--- src/rtl/sum_pkg.sv ---
// Shared widths and the buffered result entry for the sum decomposer.
package sum_pkg;

    localparam int SUM_WIDTH = 8;
    localparam int SUM_CNT_W = 16;

    // One buffered result: recovered addend plus its wrap flag.
    typedef struct packed {
        logic [SUM_WIDTH-1:0] b;
        logic                 borrow;
    } sum_entry_t;

endpackage

--- src/rtl/sum_fifo.sv ---
// Small synchronous FIFO of an arbitrary packed entry type, DEPTH a power of two.
module sum_fifo #(
    parameter type T     = logic,
    parameter int  DEPTH = 2
) (
    input  logic clk,
    input  logic rst_n,
    input  logic i_push,
    input  T     i_wdata,
    input  logic i_pop,
    output T     o_rdata,
    output logic o_full,
    output logic o_empty
);

    localparam int AW = (DEPTH > 1) ? $clog2(DEPTH) : 1;
    localparam int CW = $clog2(DEPTH + 1);

    T                r_mem [DEPTH];
    logic [AW-1:0]   r_wptr;
    logic [AW-1:0]   r_rptr;
    logic [CW-1:0]   r_count;
    logic            w_wr;
    logic            w_rd;

    assign o_full  = (r_count == CW'(DEPTH));
    assign o_empty = (r_count == '0);
    assign w_wr    = i_push && !o_full;
    assign w_rd    = i_pop && !o_empty;
    assign o_rdata = r_mem[r_rptr];

    // Storage is intentionally left unreset; only control state is cleared.
    always_ff @(posedge clk) begin
        if (w_wr) begin
            r_mem[r_wptr] <= i_wdata;
        end
    end

    // Pointers wrap naturally because DEPTH is a power of two.
    always_ff @(posedge clk or negedge rst_n) begin
        if (!rst_n) begin
            r_wptr  <= '0;
            r_rptr  <= '0;
            r_count <= '0;
        end else begin
            if (w_wr) begin
                r_wptr <= r_wptr + AW'(1);
            end
            if (w_rd) begin
                r_rptr <= r_rptr + AW'(1);
            end
            case ({w_wr, w_rd})
                2'b10:   r_count <= r_count + CW'(1);
                2'b01:   r_count <= r_count - CW'(1);
                default: r_count <= r_count;
            endcase
        end
    end

endmodule

--- src/rtl/sum_decomposer.sv ---
// Recovers b = c - a (mod 2^WIDTH) with a borrow flag, buffers results and counts pops.
module sum_decomposer
    import sum_pkg::*;
#(
    parameter int WIDTH = SUM_WIDTH,
    parameter int DEPTH = 2,
    parameter int CNT_W = SUM_CNT_W
) (
    input  logic             clk,
    input  logic             rst_n,
    input  logic             in_valid,
    output logic             in_ready,
    input  logic [WIDTH-1:0] in_c,
    input  logic [WIDTH-1:0] in_a,
    output logic             out_valid,
    input  logic             out_ready,
    output logic [WIDTH-1:0] out_b,
    output logic             out_borrow,
    output logic [CNT_W-1:0] done_cnt
);

    generate
        if (WIDTH != SUM_WIDTH || !(DEPTH == 2 || DEPTH == 4 || DEPTH == 8)) begin : g_bad_param
            $error("sum_decomposer: WIDTH must match sum_pkg entry width, DEPTH must be 2, 4 or 8");
        end
    endgenerate

    sum_entry_t       w_entry;
    sum_entry_t       w_head;
    logic             w_full;
    logic             w_empty;
    logic             w_push;
    logic             w_pop;
    logic [CNT_W-1:0] r_done_cnt;

    always_comb begin
        w_entry        = '0;
        w_entry.b      = in_c - in_a;
        w_entry.borrow = (in_a > in_c);
    end

    assign w_push = in_valid && !w_full;
    assign w_pop  = !w_empty && out_ready;

    sum_fifo #(
        .T     (sum_entry_t),
        .DEPTH (DEPTH)
    ) u_fifo (
        .clk     (clk),
        .rst_n   (rst_n),
        .i_push  (w_push),
        .i_wdata (w_entry),
        .i_pop   (w_pop),
        .o_rdata (w_head),
        .o_full  (w_full),
        .o_empty (w_empty)
    );

    // Ready depends only on registered occupancy, never on out_ready.
    assign in_ready   = !w_full;
    assign out_valid  = !w_empty;
    // Mask the unreset storage so outputs read zero whenever nothing is buffered.
    assign out_b      = w_empty ? '0 : w_head.b;
    assign out_borrow = w_empty ? 1'b0 : w_head.borrow;
    assign done_cnt   = r_done_cnt;

    always_ff @(posedge clk or negedge rst_n) begin
        if (!rst_n) begin
            r_done_cnt <= '0;
        end else if (w_pop && (r_done_cnt != '1)) begin
            r_done_cnt <= r_done_cnt + CNT_W'(1);
        end
    end

endmodule

--- config.mk ---
export PLATFORM = sky130hd
export DESIGN_NAME = sum_decomposer
export DESIGN_NICKNAME = d
export VERILOG_FILES = /design/src/rtl/sum_pkg.sv /design/src/rtl/sum_fifo.sv /design/src/rtl/sum_decomposer.sv
export SDC_FILE = /design/constraint.sdc
export NUM_CORES = 1
export LEC_CHECK = 0
export CAP_MARGIN = 30
export CELL_PAD_IN_SITES_DETAIL_PLACEMENT = 1
export CELL_PAD_IN_SITES_GLOBAL_PLACEMENT = 2
export CORE_ASPECT_RATIO = 1.2
export CORE_MARGIN = 8
export CORE_UTILIZATION = 34
export CTS_CLUSTER_DIAMETER = 80
export DETAILED_ROUTE_END_ITERATION = 10
export HOLD_SLACK_MARGIN = 0.03
export PLACE_DENSITY = 0.85
export SLEW_MARGIN = 20
export SYNTH_ARGS = -nofsm -noshare
export SYNTH_HDL_FRONTEND = slang
export SYNTH_SLANG_ARGS = --single-unit
--- constraint.sdc ---
create_clock -name clk -period 3.4 [get_ports clk]
set_clock_uncertainty 0.1 [all_clocks]
set_input_delay 0.68 -clock clk [delete_from_list [all_inputs] [get_ports clk]]
set_output_delay 0.68 -clock clk [all_outputs]
set_load 0.02 [all_outputs]
Word level (Yosys, flattened, before mapping)
Memories as Yosys holds them, arrays and structs flattened.
Index checks and enable logic that the tools add are counted.
{"block": "totals", "n_memories": 1, "reg_bits": 20, "mem_bits_rw": 18, "out_inout_bits": 27, "elab_cells": 30}
{"block": "op_classes", "eq_ne": 4, "add_sub_neg": 6, "n_reduce_logical": 9, "magnitude_cmp": 1, "muxes": 5}
{"name": "u_fifo.r_mem", "words": 2, "word_bits": 9, "rd": 1, "rd_ports_with_merged_regs": 0, "write_ports": 1, "line": "sum_fifo.sv:19", "source": "T r_mem [DEPTH];"}
{"op": "adder 16 x 1 -> 16 bit (second input constant)", "n": 1}
{"op": "inequality test 16 bit (second input constant)", "n": 1}
{"op": "> comparator 8 bit", "n": 1}
{"op": "two-way mux 8 bit", "n": 1}
{"op": "subtractor 8 bit", "n": 1}
{"op": "logical AND 1 bit", "n": 5}
{"op": "== test 2 bit (second input constant)", "n": 2}
{"op": "case mux 2 bit (2 select lines)", "n": 1}
{"op": "two-way mux 1 bit", "n": 3}
{"op": "adder 1 bit (second input constant)", "n": 2}
{"op": "adder 2 x 1 -> 2 bit (second input constant)", "n": 1}
{"op": "== test 2 x 1 -> 1 bit (second input constant)", "n": 1}
{"op": "logical NOT 1 bit", "n": 2}
{"op": "logical NOT 2 bit", "n": 1}
{"op": "nonzero test 2 bit", "n": 1}
{"op": "subtractor 2 x 1 -> 2 bit (second input constant)", "n": 1}

Longest topological paths before layout
{"block": "logic_depth", "depth_word": 6, "ltp_mapped": 8, "ltp_nobuf": 8}

By module
Synthesis repeated with hierarchy kept, for this count alone.
{"block": "unflattened", "cells_unflattened": 179, "hier_area_um2": 2070.7}
{"module": "sum_decomposer", "seq_area_each_um2": 400.4, "cells_per_inst": 133, "instances": 1, "area_each_um2": 1227.4}
{"module": "sum_fifo", "seq_area_each_um2": 640.6, "cells_per_inst": 46, "instances": 1, "area_each_um2": 843.3}

Worst setup path before layout
Ideal clock, no wire load.
{"block": "synth_path", "kind": "input to register", "start": "in in_c[0]", "end": "mem u_fifo.r_mem[0][0] (netlist bit) (data pin)", "required_time_ns": 3.089, "setup_time_ns": 0.211, "t_arrival_ns": 2.055, "setup_slack_ns": 1.034, "path_stages": 8, "n_path_buf": 0, "cell_sequence": "inv_1 > ha_1 > inv_1 > fa_1 > a21o_1 > a21oi_1 > o21ai_0 > o41ai_1"}
{"element": "start, declared", "line": "sum_decomposer.sv:13", "source": "input logic [WIDTH-1:0] in_c,"}
{"element": "end, declared", "line": "sum_fifo.sv:19"}

Final worst setup path
{"block": "layout_path", "start": "reg u_fifo.r_count[0]", "end": "out out_b[3]"}
{"block": "layout_between", "elab_chain_cells": 2}
{"element": "start, declared", "line": "sum_fifo.sv:22", "source": "logic [CW-1:0] r_count;"}
{"element": "start signal, assigned", "line": "sum_fifo.sv:53", "source": "2'b10: r_count <= r_count + CW'(1);"}
{"element": "start signal, assigned", "line": "sum_fifo.sv:54", "source": "2'b01: r_count <= r_count - CW'(1);"}
{"element": "start signal, assigned", "line": "sum_fifo.sv:55", "source": "default: r_count <= r_count;"}
{"element": "logical NOT 2 bit", "line": "sum_fifo.sv:27", "source": "assign o_empty = (r_count == '0);"}
{"element": "two-way mux 8 bit", "line": "sum_decomposer.sv:63", "source": "assign out_b = w_empty ? '0 : w_head.b;"}
{"element": "end, declared", "line": "sum_decomposer.sv:17", "source": "output logic [WIDTH-1:0] out_b,"}
Every way passes these cells.

==> metrics.txt <==
dominant synthesized flop cell sky130_fd_sc_hd__dfrtp_1; compound-gate portion of the synthesized area 0.0856; async set or reset register ratio after synthesis 0.526; register-to-register path setup slack 1.57 ns; post-synth top area cell sky130_fd_sc_hd__edfxtp_1; Longest Clk Path Bufs 2; TritonCTS clock tree built; Max rail drop VDD 0.000298 V; detailed router's first-iteration violation count 49; main area contributors after synthesis sky130_fd_sc_hd__edfxtp_1 (27%), sky130_fd_sc_hd__dfrtp_1 (25%), sky130_fd_sc_hd__ha_1 (6.2%), sky130_fd_sc_hd__xnor2_1 (5.2%), sky130_fd_sc_hd__mux2i_1 (4.4%); xor and xnor fraction of the mapped netlist area 0.0906; number of hold violations in the final report 0; Max-slew headroom 0.495; gr ovfl total 0; register area 0.00104 mm2; proportion of netlist area held by the largest area contributor 0.266; area occupied by multi-input gates 931 um2; most frequent cell after synthesis sky130_fd_sc_hd__dfrtp_1; top achievable clock speed 0.360 GHz; length in cells of the worst reg-to-reg path 5; syn avg cell area 11.5 um2; Synth Area in Adders 0.0715; synthesis warning total 0; power density over the cells 687 mW/mm2; top-level I/O count 47; shortest period the worst path allows 2.78 ns; worst reg2reg endpoint done_cnt[10]$_DFFE_PN0P_; Worst-Margin Slew 0.754 ns; most instantiated cells after synthesis sky130_fd_sc_hd__dfrtp_1 (20), sky130_fd_sc_hd__edfxtp_1 (18), sky130_fd_sc_hd__nor2_1 (17); crit end category primary output; Initial Util 0.344; Post-Synthesis Net Count 208; DR DRC count 0; antenna violations before repair 0; H-tree depth 2; DR vias 1509; Req. time, crit path 2.62 ns; HPWL after detailed placement 3580 um; Final #Nets 260; CTS sink cnt 38; final period utilization 0.818; Cell Count Post-Placement 304; Placeable Area 0.00590 mm2; Die Outline Area 0.00871 mm2; DP Worst Slack 0.429 ns; largest family of logic cells by synthesized area simple AND/OR/NAND/NOR gates; leakage 1.08 nW; remaining antenna violation count 0; routability congestion estimate 0.709; status finished clean; basic-gate share of the synthesized area counting and, or, nand and nor cells 0.153; cell count after synthesis 177; Max-Cap Viols 0; DR pass1 iterations 4; post-layout utilization of the core 0.452; beginning of the worst register-to-register path done_cnt[0]$_DFFE_PN0P_; final total negative setup slack 0 ns; clock latency on the worst-skew pair 0.29 ns; Die Width 86.6 um; critical path launch point type flip-flop; wirelength, routed 4420 um; first-pass GRT wire length 7540 um; I/O Buffers 46; cell at the root of the clock tree sky130_fd_sc_hd__clkbuf_8; number of setup violations in the final report 0; vias in the first global route 1675; Post-Layout Cell Count 312; setup repair after global routing missed its margin no; routed vias/inst 4.84; sequential fraction of the synthesis area 0.513; post-route worst setup slack 0.619 ns; mapped cell area 0.00203 mm2; Post-synth EDFFs 18; number of buffers added for setup after CTS 0; area growth from synthesis to layout 31.4%; clock-pin slew reported for the worst setup and hold paths after clock tree synthesis 0.08 ns; count of filler cells inserted in the layout 648; global-route usage over all layers 0.109; Rows 31; share of post-route cells with drive strength above 1 0.0739; post-cts hold buffer count 0; # resized after CTS 0; largest net degree at the start of global routing 21; maximum fanout along the worst path 10; register bit total from synthesis 38; kind of critical path flip-flop to primary output; class of the worst hold path primary input to asynchronous set/reset pin; Die Height 101 um; fraction of synthesized area in multiplexers 0.0573; total count of max-transition violations in the final report 0; number of clock buffers inserted by TritonCTS 5; number of distinct library cell variants in the gate-level netlist after synthesis 41; Ant. Diodes 0; signal arrival time at the worst endpoint 2.00 ns; WL/cell 14.2 um
==> flip-flops by register name, summed over array words and instances, names as in the netlist <==
name / cells
done_cnt: 16
u_fifo.r_rptr: 1
u_fifo.r_mem: 18
u_fifo.r_wptr: 1
u_fifo.r_count: 2
==> worst max-delay path, cell delays in order, from the launching register on <==
cell	delay, ns
sky130_fd_sc_hd__dfrtp_1	0.46
sky130_fd_sc_hd__nor2_1	0.51
sky130_fd_sc_hd__nor2_1	0.17
sky130_fd_sc_hd__clkdlybuf4s50_1	0.58
==> cells in the final DEF (no fill, tap or decap), types with 4 or more instances in the layout <==
cell type	instances
sky130_fd_sc_hd__clkdlybuf4s50_1	45
sky130_fd_sc_hd__dfrtp_1	20
sky130_fd_sc_hd__edfxtp_1	18
sky130_fd_sc_hd__nor2_1	17
sky130_fd_sc_hd__inv_1	13
sky130_fd_sc_hd__xnor2_1	12
sky130_fd_sc_hd__ha_1	10
sky130_fd_sc_hd__xor2_1	9
sky130_fd_sc_hd__mux2i_1	9
sky130_fd_sc_hd__nand2_1	7
sky130_fd_sc_hd__a21oi_1	6
sky130_fd_sc_hd__nand3_1	6
sky130_fd_sc_hd__and3_1	5
sky130_fd_sc_hd__nor3_1	5
sky130_fd_sc_hd__clkbuf_8	5
sky130_fd_sc_hd__o21ai_0	4
==> worst max path at each step <==
stage,startpoint,to,slack [ns],cells after the start
after floorplan,in_c[0],u_fifo.r_mem[0][0]$_DFFE_PP_,1.03,8
after global placement,in_a[0],u_fifo.r_mem[0][0]$_DFFE_PP_,0.49,8
after detailed placement,in_a[0],u_fifo.r_mem[1][0]$_DFFE_PP_,0.43,8
after CTS,u_fifo.r_count[0]$_DFFE_PN0P_,out_b[2],0.56,3
after global routing,u_fifo.r_count[0]$_DFFE_PN0P_,out_b[3],0.48,3
final,u_fifo.r_count[0]$_DFFE_PN0P_,out_b[3],0.62,3
==> layout make-up <==
type                            instances  area share
Multi-Input combinational cell        124       0.349
Inverter                               14      0.0202
Clock inverter                          1     0.00281
Sequential cell                        38       0.390
Timing Repair Buffer                   46       0.171
Tap cell                               82      0.0385
Clock buffer                            7      0.0286
==> power breakdown <==
part           switching [W]  leakage, nW  internal, W
Sequential          0.000124        0.420     0.000620
Clock               0.000154       0.0385     0.000145
Combinational       0.000408        0.625     0.000382
==> metrics by stage <==
stage	instance area (um2)	total power, W	hold WS, ns
detailed placement	2590	0.00156	0.393
global placement	2590	0.00154	0.383
finish	2670	0.00183	0.226
global route	2670	0.00194	0.273
floorplan	2030	0.00120	0.284
CTS	2670	0.00187	0.405
==> cells by family after synthesis <==
family	count (synthesis)
adder cells (fa/ha/maj)	11
XOR/XNOR	21
AND/OR/NAND/NOR	56
multiplexers	11
buffers and inverters	15
AO/OA/AOI/OAI	25
flip-flops	38
==> metal layers <==
layer  GRT usage  wire length, um  share of wire  vias up
met3      0.0245              219          0.050        5
met4      0.0438               71          0.016        0
met1       0.110             1780           0.40      732
li1            -                -              -      731
met2       0.209             2350           0.53       41
met5           0                0              0        -
(Power assumes the default switching activity.)
